==> src/rtl/legv8_pkg.sv <==
// Shared types and encodings for the multi-cycle LEGv8 control unit.
package legv8_pkg;

    typedef enum logic [2:0] {
        FETCH,
        DECODE,
        EXEC,
        MEM,
        WB
    } state_e;

    typedef enum logic [2:0] {
        CL_R,
        CL_D_LD,
        CL_D_ST,
        CL_B,
        CL_CBZ,
        CL_CBNZ,
        CL_IW,
        CL_ILL
    } instr_class_e;

    localparam logic [10:0] OP_AND  = 11'b10001010000;
    localparam logic [10:0] OP_ADD  = 11'b10001011000;
    localparam logic [10:0] OP_ORR  = 11'b10101010000;
    localparam logic [10:0] OP_SUB  = 11'b11001011000;
    localparam logic [10:0] OP_STUR = 11'b11111000000;
    localparam logic [10:0] OP_LDUR = 11'b11111000010;
    localparam logic [5:0]  OP_B    = 6'b000101;
    localparam logic [7:0]  OP_CBZ  = 8'b10110100;
    localparam logic [7:0]  OP_CBNZ = 8'b10110101;
    localparam logic [8:0]  OP_MOVK = 9'b111100101;

    localparam logic [3:0] ALU_AND    = 4'b0001;
    localparam logic [3:0] ALU_ORR    = 4'b0010;
    localparam logic [3:0] ALU_PASS_B = 4'b0101;
    localparam logic [3:0] ALU_ADD    = 4'b0110;
    localparam logic [3:0] ALU_SUB    = 4'b0111;
    localparam logic [3:0] ALU_MOVK   = 4'b1000;
    localparam logic [3:0] ALU_NONE   = 4'b0000;

    // op is IR[31:21]; the shorter opcode fields are its leading bits.
    function automatic instr_class_e classify(input logic [10:0] op);
        instr_class_e c;
        c = CL_ILL;
        if (op == OP_AND || op == OP_ADD || op == OP_ORR || op == OP_SUB)
            c = CL_R;
        else if (op == OP_LDUR)
            c = CL_D_LD;
        else if (op == OP_STUR)
            c = CL_D_ST;
        else if (op[10:5] == OP_B)
            c = CL_B;
        else if (op[10:3] == OP_CBZ)
            c = CL_CBZ;
        else if (op[10:3] == OP_CBNZ)
            c = CL_CBNZ;
        else if (op[10:2] == OP_MOVK)
            c = CL_IW;
        return c;
    endfunction

    function automatic logic [3:0] alu_code(input instr_class_e c, input logic [10:0] op);
        logic [3:0] a;
        a = ALU_NONE;
        case (c)
            CL_R: begin
                if (op == OP_AND)      a = ALU_AND;
                else if (op == OP_ORR) a = ALU_ORR;
                else if (op == OP_SUB) a = ALU_SUB;
                else                   a = ALU_ADD;
            end
            CL_D_LD, CL_D_ST: a = ALU_ADD;
            CL_CBZ, CL_CBNZ:  a = ALU_PASS_B;
            CL_IW:            a = ALU_MOVK;
            default:          a = ALU_NONE;
        endcase
        return a;
    endfunction

endpackage

==> src/rtl/legv8_imm_ext.sv <==
// Immediate extender: maps the instruction class and low IR field to the
// DATA_W-wide Extended word (sign-extended offsets, shifted MOVK halfword).
module legv8_imm_ext
    import legv8_pkg::*;
#(
    parameter int DATA_W = 64
) (
    input  instr_class_e      cls,
    input  logic [25:0]       imm_field,
    output logic [DATA_W-1:0] extended
);

    logic [DATA_W-1:0] imm16_z;

    assign imm16_z = {{(DATA_W-16){1'b0}}, imm_field[20:5]};

    always_comb begin
        extended = '0;
        case (cls)
            CL_B:             extended = {{(DATA_W-26){imm_field[25]}}, imm_field[25:0]};
            CL_CBZ, CL_CBNZ:  extended = {{(DATA_W-19){imm_field[23]}}, imm_field[23:5]};
            CL_D_LD, CL_D_ST: extended = {{(DATA_W-9){imm_field[20]}}, imm_field[20:12]};
            CL_IW:            extended = imm16_z << {imm_field[22:21], 4'b0000};
            default:          extended = '0;
        endcase
    end

endmodule

==> src/rtl/legv8_mc_control.sv <==
// Multi-cycle LEGv8 control unit: FETCH/DECODE/EXEC/MEM/WB sequencer.
// Define LEGV8_MC_MEM_TIMEOUT_EN to abort MEM after MEM_TIMEOUT cycles without mem_ack.
module legv8_mc_control
    import legv8_pkg::*;
#(
    parameter int DATA_W      = 64,
    parameter int REG_AW      = 5,
    parameter int ALU_OP_W    = 4,
    parameter int MEM_TIMEOUT = 255
) (
    input  logic                clk,
    input  logic                reset,
    input  logic                instr_valid,
    input  logic [31:0]         instr,
    output logic                instr_ready,
    input  logic                alu_zero,
    input  logic                mem_ack,
    output logic                mem_req,
    output logic                memread,
    output logic                memwrite,
    output logic                mem2reg,
    output logic                regwrite,
    output logic                alusrc_mux,
    output logic                pc_write,
    output logic                pc_src,
    output logic [ALU_OP_W-1:0] alu_op,
    output logic [REG_AW-1:0]   ReadSelect1,
    output logic [REG_AW-1:0]   ReadSelect2,
    output logic [REG_AW-1:0]   WriteSelect,
    output logic [DATA_W-1:0]   Extended,
    output logic                illegal,
    output logic                busy
);

    state_e            state;
    state_e            state_nxt;
    logic [31:0]       ir;
    instr_class_e      cls;
    logic [3:0]        alu_code_w;
    logic [DATA_W-1:0] ext;
    logic              is_ld;
    logic              is_st;
    logic              uses_imm;
    logic              take_branch;
    logic              mem_to;

    assign cls         = classify(ir[31:21]);
    assign alu_code_w  = alu_code(cls, ir[31:21]);
    assign is_ld       = (cls == CL_D_LD);
    assign is_st       = (cls == CL_D_ST);
    assign uses_imm    = is_ld || is_st || (cls == CL_IW);
    assign take_branch = (cls == CL_B) || ((cls == CL_CBZ) && alu_zero) ||
                         ((cls == CL_CBNZ) && !alu_zero);

    legv8_imm_ext #(
        .DATA_W(DATA_W)
    ) u_imm_ext (
        .cls      (cls),
        .imm_field(ir[25:0]),
        .extended (ext)
    );

    always_ff @(posedge clk) begin
        if (reset)
            state <= FETCH;
        else
            state <= state_nxt;
    end

    // IR is cleared on reset so selects and Extended come up as zero.
    always_ff @(posedge clk) begin
        if (reset)
            ir <= '0;
        else if (state == FETCH && instr_valid)
            ir <= instr;
    end

`ifdef LEGV8_MC_MEM_TIMEOUT_EN
    localparam int TO_W = $clog2(MEM_TIMEOUT + 1);

    logic [TO_W-1:0] mem_cnt;

    always_ff @(posedge clk) begin
        if (reset || state != MEM)
            mem_cnt <= '0;
        else if (!mem_to)
            mem_cnt <= mem_cnt + 1'b1;
    end

    // Timeout cycle follows MEM_TIMEOUT request cycles; mem_req is dropped in it.
    assign mem_to = (state == MEM) && (mem_cnt == TO_W'(MEM_TIMEOUT));
`else
    localparam int unused_mem_timeout = MEM_TIMEOUT;

    assign mem_to = 1'b0;
`endif

    always_comb begin
        state_nxt = state;
        case (state)
            FETCH:  if (instr_valid) state_nxt = DECODE;
            DECODE: state_nxt = (cls == CL_ILL) ? FETCH : EXEC;
            EXEC: begin
                case (cls)
                    CL_D_LD, CL_D_ST: state_nxt = MEM;
                    CL_R, CL_IW:      state_nxt = WB;
                    default:          state_nxt = FETCH;
                endcase
            end
            MEM: begin
                if (mem_to)
                    state_nxt = FETCH;
                else if (mem_ack)
                    state_nxt = is_ld ? WB : FETCH;
            end
            WB:      state_nxt = FETCH;
            default: state_nxt = FETCH;
        endcase
    end

    // Every output is forced low while reset is asserted, including instr_ready.
    always_comb begin
        instr_ready = 1'b0;
        mem_req     = 1'b0;
        memread     = 1'b0;
        memwrite    = 1'b0;
        mem2reg     = 1'b0;
        regwrite    = 1'b0;
        alusrc_mux  = 1'b0;
        pc_write    = 1'b0;
        pc_src      = 1'b0;
        alu_op      = '0;
        ReadSelect1 = '0;
        ReadSelect2 = '0;
        WriteSelect = '0;
        Extended    = '0;
        illegal     = 1'b0;
        busy        = 1'b0;
        if (!reset) begin
            busy     = (state != FETCH);
            Extended = ext;
            case (cls)
                CL_R, CL_D_LD: begin
                    ReadSelect1 = REG_AW'(ir[9:5]);
                    ReadSelect2 = REG_AW'(ir[20:16]);
                    WriteSelect = REG_AW'(ir[4:0]);
                end
                CL_D_ST: begin
                    ReadSelect1 = REG_AW'(ir[9:5]);
                    ReadSelect2 = REG_AW'(ir[4:0]);
                    WriteSelect = REG_AW'(ir[4:0]);
                end
                CL_CBZ, CL_CBNZ: ReadSelect2 = REG_AW'(ir[4:0]);
                CL_IW: begin
                    ReadSelect1 = REG_AW'(ir[4:0]);
                    WriteSelect = REG_AW'(ir[4:0]);
                end
                default: ;
            endcase
            // alu_op/alusrc_mux stay valid from EXEC through MEM/WB for an unlatched ALU result.
            case (state)
                FETCH: begin
                    instr_ready = 1'b1;
                    pc_write    = instr_valid;
                end
                DECODE: illegal = (cls == CL_ILL);
                EXEC: begin
                    alu_op     = ALU_OP_W'(alu_code_w);
                    alusrc_mux = uses_imm;
                    pc_write   = take_branch;
                    pc_src     = take_branch;
                end
                MEM: begin
                    alu_op     = ALU_OP_W'(alu_code_w);
                    alusrc_mux = uses_imm;
                    mem_req    = !mem_to;
                    memread    = !mem_to && is_ld;
                    memwrite   = !mem_to && is_st;
                    illegal    = mem_to;
                end
                WB: begin
                    alu_op     = ALU_OP_W'(alu_code_w);
                    alusrc_mux = uses_imm;
                    regwrite   = 1'b1;
                    mem2reg    = is_ld;
                end
                default: ;
            endcase
        end
    end

endmodule
==> config.mk <==
export PLATFORM = sky130hd
export DESIGN_NAME = legv8_mc_control
export DESIGN_NICKNAME = d
export VERILOG_FILES = /design/src/rtl/legv8_pkg.sv /design/src/rtl/legv8_imm_ext.sv /design/src/rtl/legv8_mc_control.sv
export SDC_FILE = /design/constraint.sdc
export NUM_CORES = 1
export LEC_CHECK = 0
export ABC_AREA = 1
export ABC_CLOCK_PERIOD_IN_PS = 2200
export BUFFER_PORTS_ARGS = -buffer_cell sky130_fd_sc_hd__buf_4
export CORE_MARGIN = 2
export CORE_UTILIZATION = 30
export CTS_BUF_LIST = sky130_fd_sc_hd__clkbuf_4 sky130_fd_sc_hd__clkbuf_8
export CTS_CLUSTER_DIAMETER = 150
export DETAILED_ROUTE_END_ITERATION = 8
export PLACE_DENSITY = 0.57
export SLEW_MARGIN = 20
export SYNTH_ARGS = -nofsm -noshare
export SYNTH_HDL_FRONTEND = slang
export SYNTH_SLANG_ARGS = --single-unit
==> constraint.sdc <==
create_clock -name clk -period 2.2 [get_ports clk]
set_clock_uncertainty 0.15 [all_clocks]
set_input_delay 0 -clock clk [delete_from_list [all_inputs] [get_ports clk]]
set_output_delay 0 -clock clk [all_outputs]
set_load 0.02 [all_outputs]
==> qor.txt <==
GRT Total Usage = 23.54%
Slew headroom = 69.87%
WS Path Type = reg -> out
I/O Buffers = 130
Drt drc = 0
Post-synthesis register bit count = 35
Multi-input logic area = 0.002729 mm2
Syn Nets = 639
Fillers = 1043
Crit Reg-Reg Startpoint = ir[26]
Max Cap Violations = 0
Initial Utilization = 31.13%
Initial DRT Pass Iterations = 5
Fin. Hold Viols = 0
Endpoint type of the worst setup path = output pin
DRT antenna net count = 0
Fin worst setup slack = -0.08325 ns
Via Count = 4876
Die W = 110.8 um
Iter 0 DRT Violations = 279
TritonCTS buffer count = 5
Actual slew at the worst max-slew pin = 0.4514 ns
Fin. max-slew vios = 0
Reg2Reg Depth = 10
Min-Delay Path Class = in -> reg
RSZ-0062 raised after global routing = true
Worst Setup Start Kind = flip-flop
CORE AREA = 0.01098 mm2
Hold_ws = 0.3736 ns
Initial antenna violation count = 0
Synth Flop Type = dfxtp_1
Register area share after synthesis = 20.49%
Setup violators final = 40
FMAX = 438.0 MHz
Root buf cell = clkbuf_8
Ant. Diodes = 0
Die ar. = 0.01227 mm2
Hold path start = instr[4]
Nets = 843
Fin crit period = 2.283 ns
TritonCTS clock tree = yes
Reg-to-reg critical path endpoint = state[0]
Largest fanout on the critical path = 6
DP Wirelength = 10.60 mm
Post-Route WL = 15.23 mm
Hold path cells = 4
Sink Count = 35
Flop-to-flop setup slack = 0.11 ns
Ys Warns = 0
Clock buffer depth = 2
Die height = 110.8 um
WL per Instance = 16.08 um
Failing checks = negative setup slack
Finished Core Util = 57.58%
Via-to-Cell Ratio = 5.149
Mean area per synthesized cell = 5.680 um2
Register area = 729.5 um2
Clock-pin transition on the worst setup and hold timing paths = 0.08 ns
Worst VDD drop = 0.2419 mV
WHS Endpoint = ir[4]
Cell Pwr Density = 305.9 mW/mm2
Routability Congestion = 0.9169
First-pass GRT wire length = 23.80 mm
Mapped Area = 0.003420 mm2
Aggregate global routing overflow = 0
Clk_lat worst skew = 0.30 ns
H-tree levels = 2
Cell Rows = 38
Syn Inst Count = 602
Largest stage delay on the critical path = 0.37 ns
Status = complete, but fails checks
WP data required = 2.05 ns
Fin crit share = 103.8%
Pin count of the biggest net entering global routing = 66
CP cell instances = inv_4 > nand2_4 > nor3_4 > nand3_4 > buf_6 > nor2_4 > nand2_1 > o21ai_1 > nand2_1 > inv_1 > buf_4
Leakage power = 0.003138 uW
Crit path DAT = 2.13 ns
Vias in the first global route = 4686
CP max stage cell = dfxtp_4
Distinct cell type count after synthesis = 32
Async S/R FF share, synth = 0%
I/O pin cnt = 131
Share of layout cells above drive strength 1 = 44.98%
Post-synth EDFFs = 0
Worst path most repeated cell = nand2_1
P&R area growth vs syn = 84.92%
-- sequential cells by signal (all words and copies together), names as in the netlist --
signal,count
ir,32
state,3
-- area by class of cell --
cell class / count / area share [%]
Inverter: 117 / 7.341
Tap cell: 140 / 2.770
Clock inverter: 1 / 0.1187
Clock buffer: 7 / 1.524
Sequential cell: 35 / 11.54
Multi-Input combinational cell: 416 / 43.15
Timing Repair Buffer: 231 / 33.56
-- layer usage --
layer,up-vias,wire [um],global-route usage [%]
met3,23,1111,3.773
met1,2275,6718,32.07
met4,0,255,6.250
met5,-,0,0
met2,210,7144,38.61
li1,2368,-,-
-- logic make-up (layout without fill, tap and decap cells) --
kind of cell	count (synthesis)	in the layout	synth area share, %
compound gates	169	170	28.87
simple gates	245	246	32.53
buf+inv	153	356	18.11
flops	35	35	20.49
-- where the power goes --
group	total [uW]	switching [uW]	internal, uW	leakage [uW]
registers	761	73.3	687	0.000295
clock network	553	268	285	0.0000505
logic	621	382	239	0.00279
-- critical path: cells and delay by family (launching register included) --
kind / cells / cell delay (ns)
buffers and inverters: 4 / 0.44
AOI/OAI and AO/OA: 1 / 0.13
and+or+nand+nor: 6 / 0.89
DFF: 1 / 0.37
-- synthesized netlist by cell type, types with 6 or more instances --
library cell  number  area share (%)
o22ai_1            7             1.3
inv_1            106              12
clkbuf_1          22             2.4
o31ai_1           27             5.9
dfxtp_1           35              20
o21ai_1           20             2.9
a21oi_1           45             6.6
inv_2             10             1.1
o211ai_1           8             1.8
nand3_1           21             3.1
nor3_1            16             2.3
nor2_1            57             6.3
nand2_1          117              13
nand2_2            6             1.1
o21ai_0           54             7.9
nor2_2            12             2.2
-- cell usage in the layout, fill, tap and decap left out, types with 8 or more instances in the layout --
master and instances:
nand2_2 16, nor2_1 41, o21ai_2 8, buf_6 54
buf_4 134, nor2_2 11, a21oi_1 41, o21ai_0 41
dlygate4sd3_1 36, o31ai_2 12, nand3_1 10, nand3_2 11
nor2_4 18, o31ai_1 9, dfxtp_1 24, nand2_1 102
o21ai_1 24, inv_1 86, inv_2 25, o211ai_1 8
-- worst max-delay path by stage --
| stage | from | to | slack, ns | depth (start not counted) |
|---|---|---|---|---|
| after floorplan | state[2] | alu_op[1] | 0.19 | 6 |
| after CTS | ir[23] | ReadSelect1[3] | -0.03 | 12 |
| after global placement | ir[25] | Extended[24] | -0.02 | 9 |
| after global routing | ir[25] | Extended[61] | -0.19 | 10 |
| final | ir[26] | Extended[28] | -0.08 | 11 |
| after detailed placement | ir[25] | Extended[30] | 0.01 | 10 |
-- metrics by stage --
| stage | power (uW) | cell area (um2) | std cells | setup WS [ns] | TNS (ns) |
|---|---|---|---|---|---|
| CTS | 1852 | 5603 | 933 | -0.02501 | -0.07064 |
| global route | 2021 | 6324 | 947 | -0.1904 | -6.311 |
| floorplan | 991.7 | 3420 | 602 | 0.1930 | 0 |
| detailed placement | 1192 | 4656 | 868 | 0.01480 | 0 |
| finish | 1935 | 6324 | 947 | -0.08325 | -1.401 |
| global placement | 1192 | 4656 | 868 | -0.02344 | -0.02344 |
-- timing repair --
action | 4_1_cts | 5_1_grt
hold buffers | 36 | 0
endpoints found under the hold margin | 35 | 0
pin swaps | 16 | 36
buffers inserted | 18 | 14
resized for setup | 83 | 167
setup endpoints to repair | 78 | 84
gates cloned | 3 | 0
No activity file was read; power rests on OpenSTA's default activity.
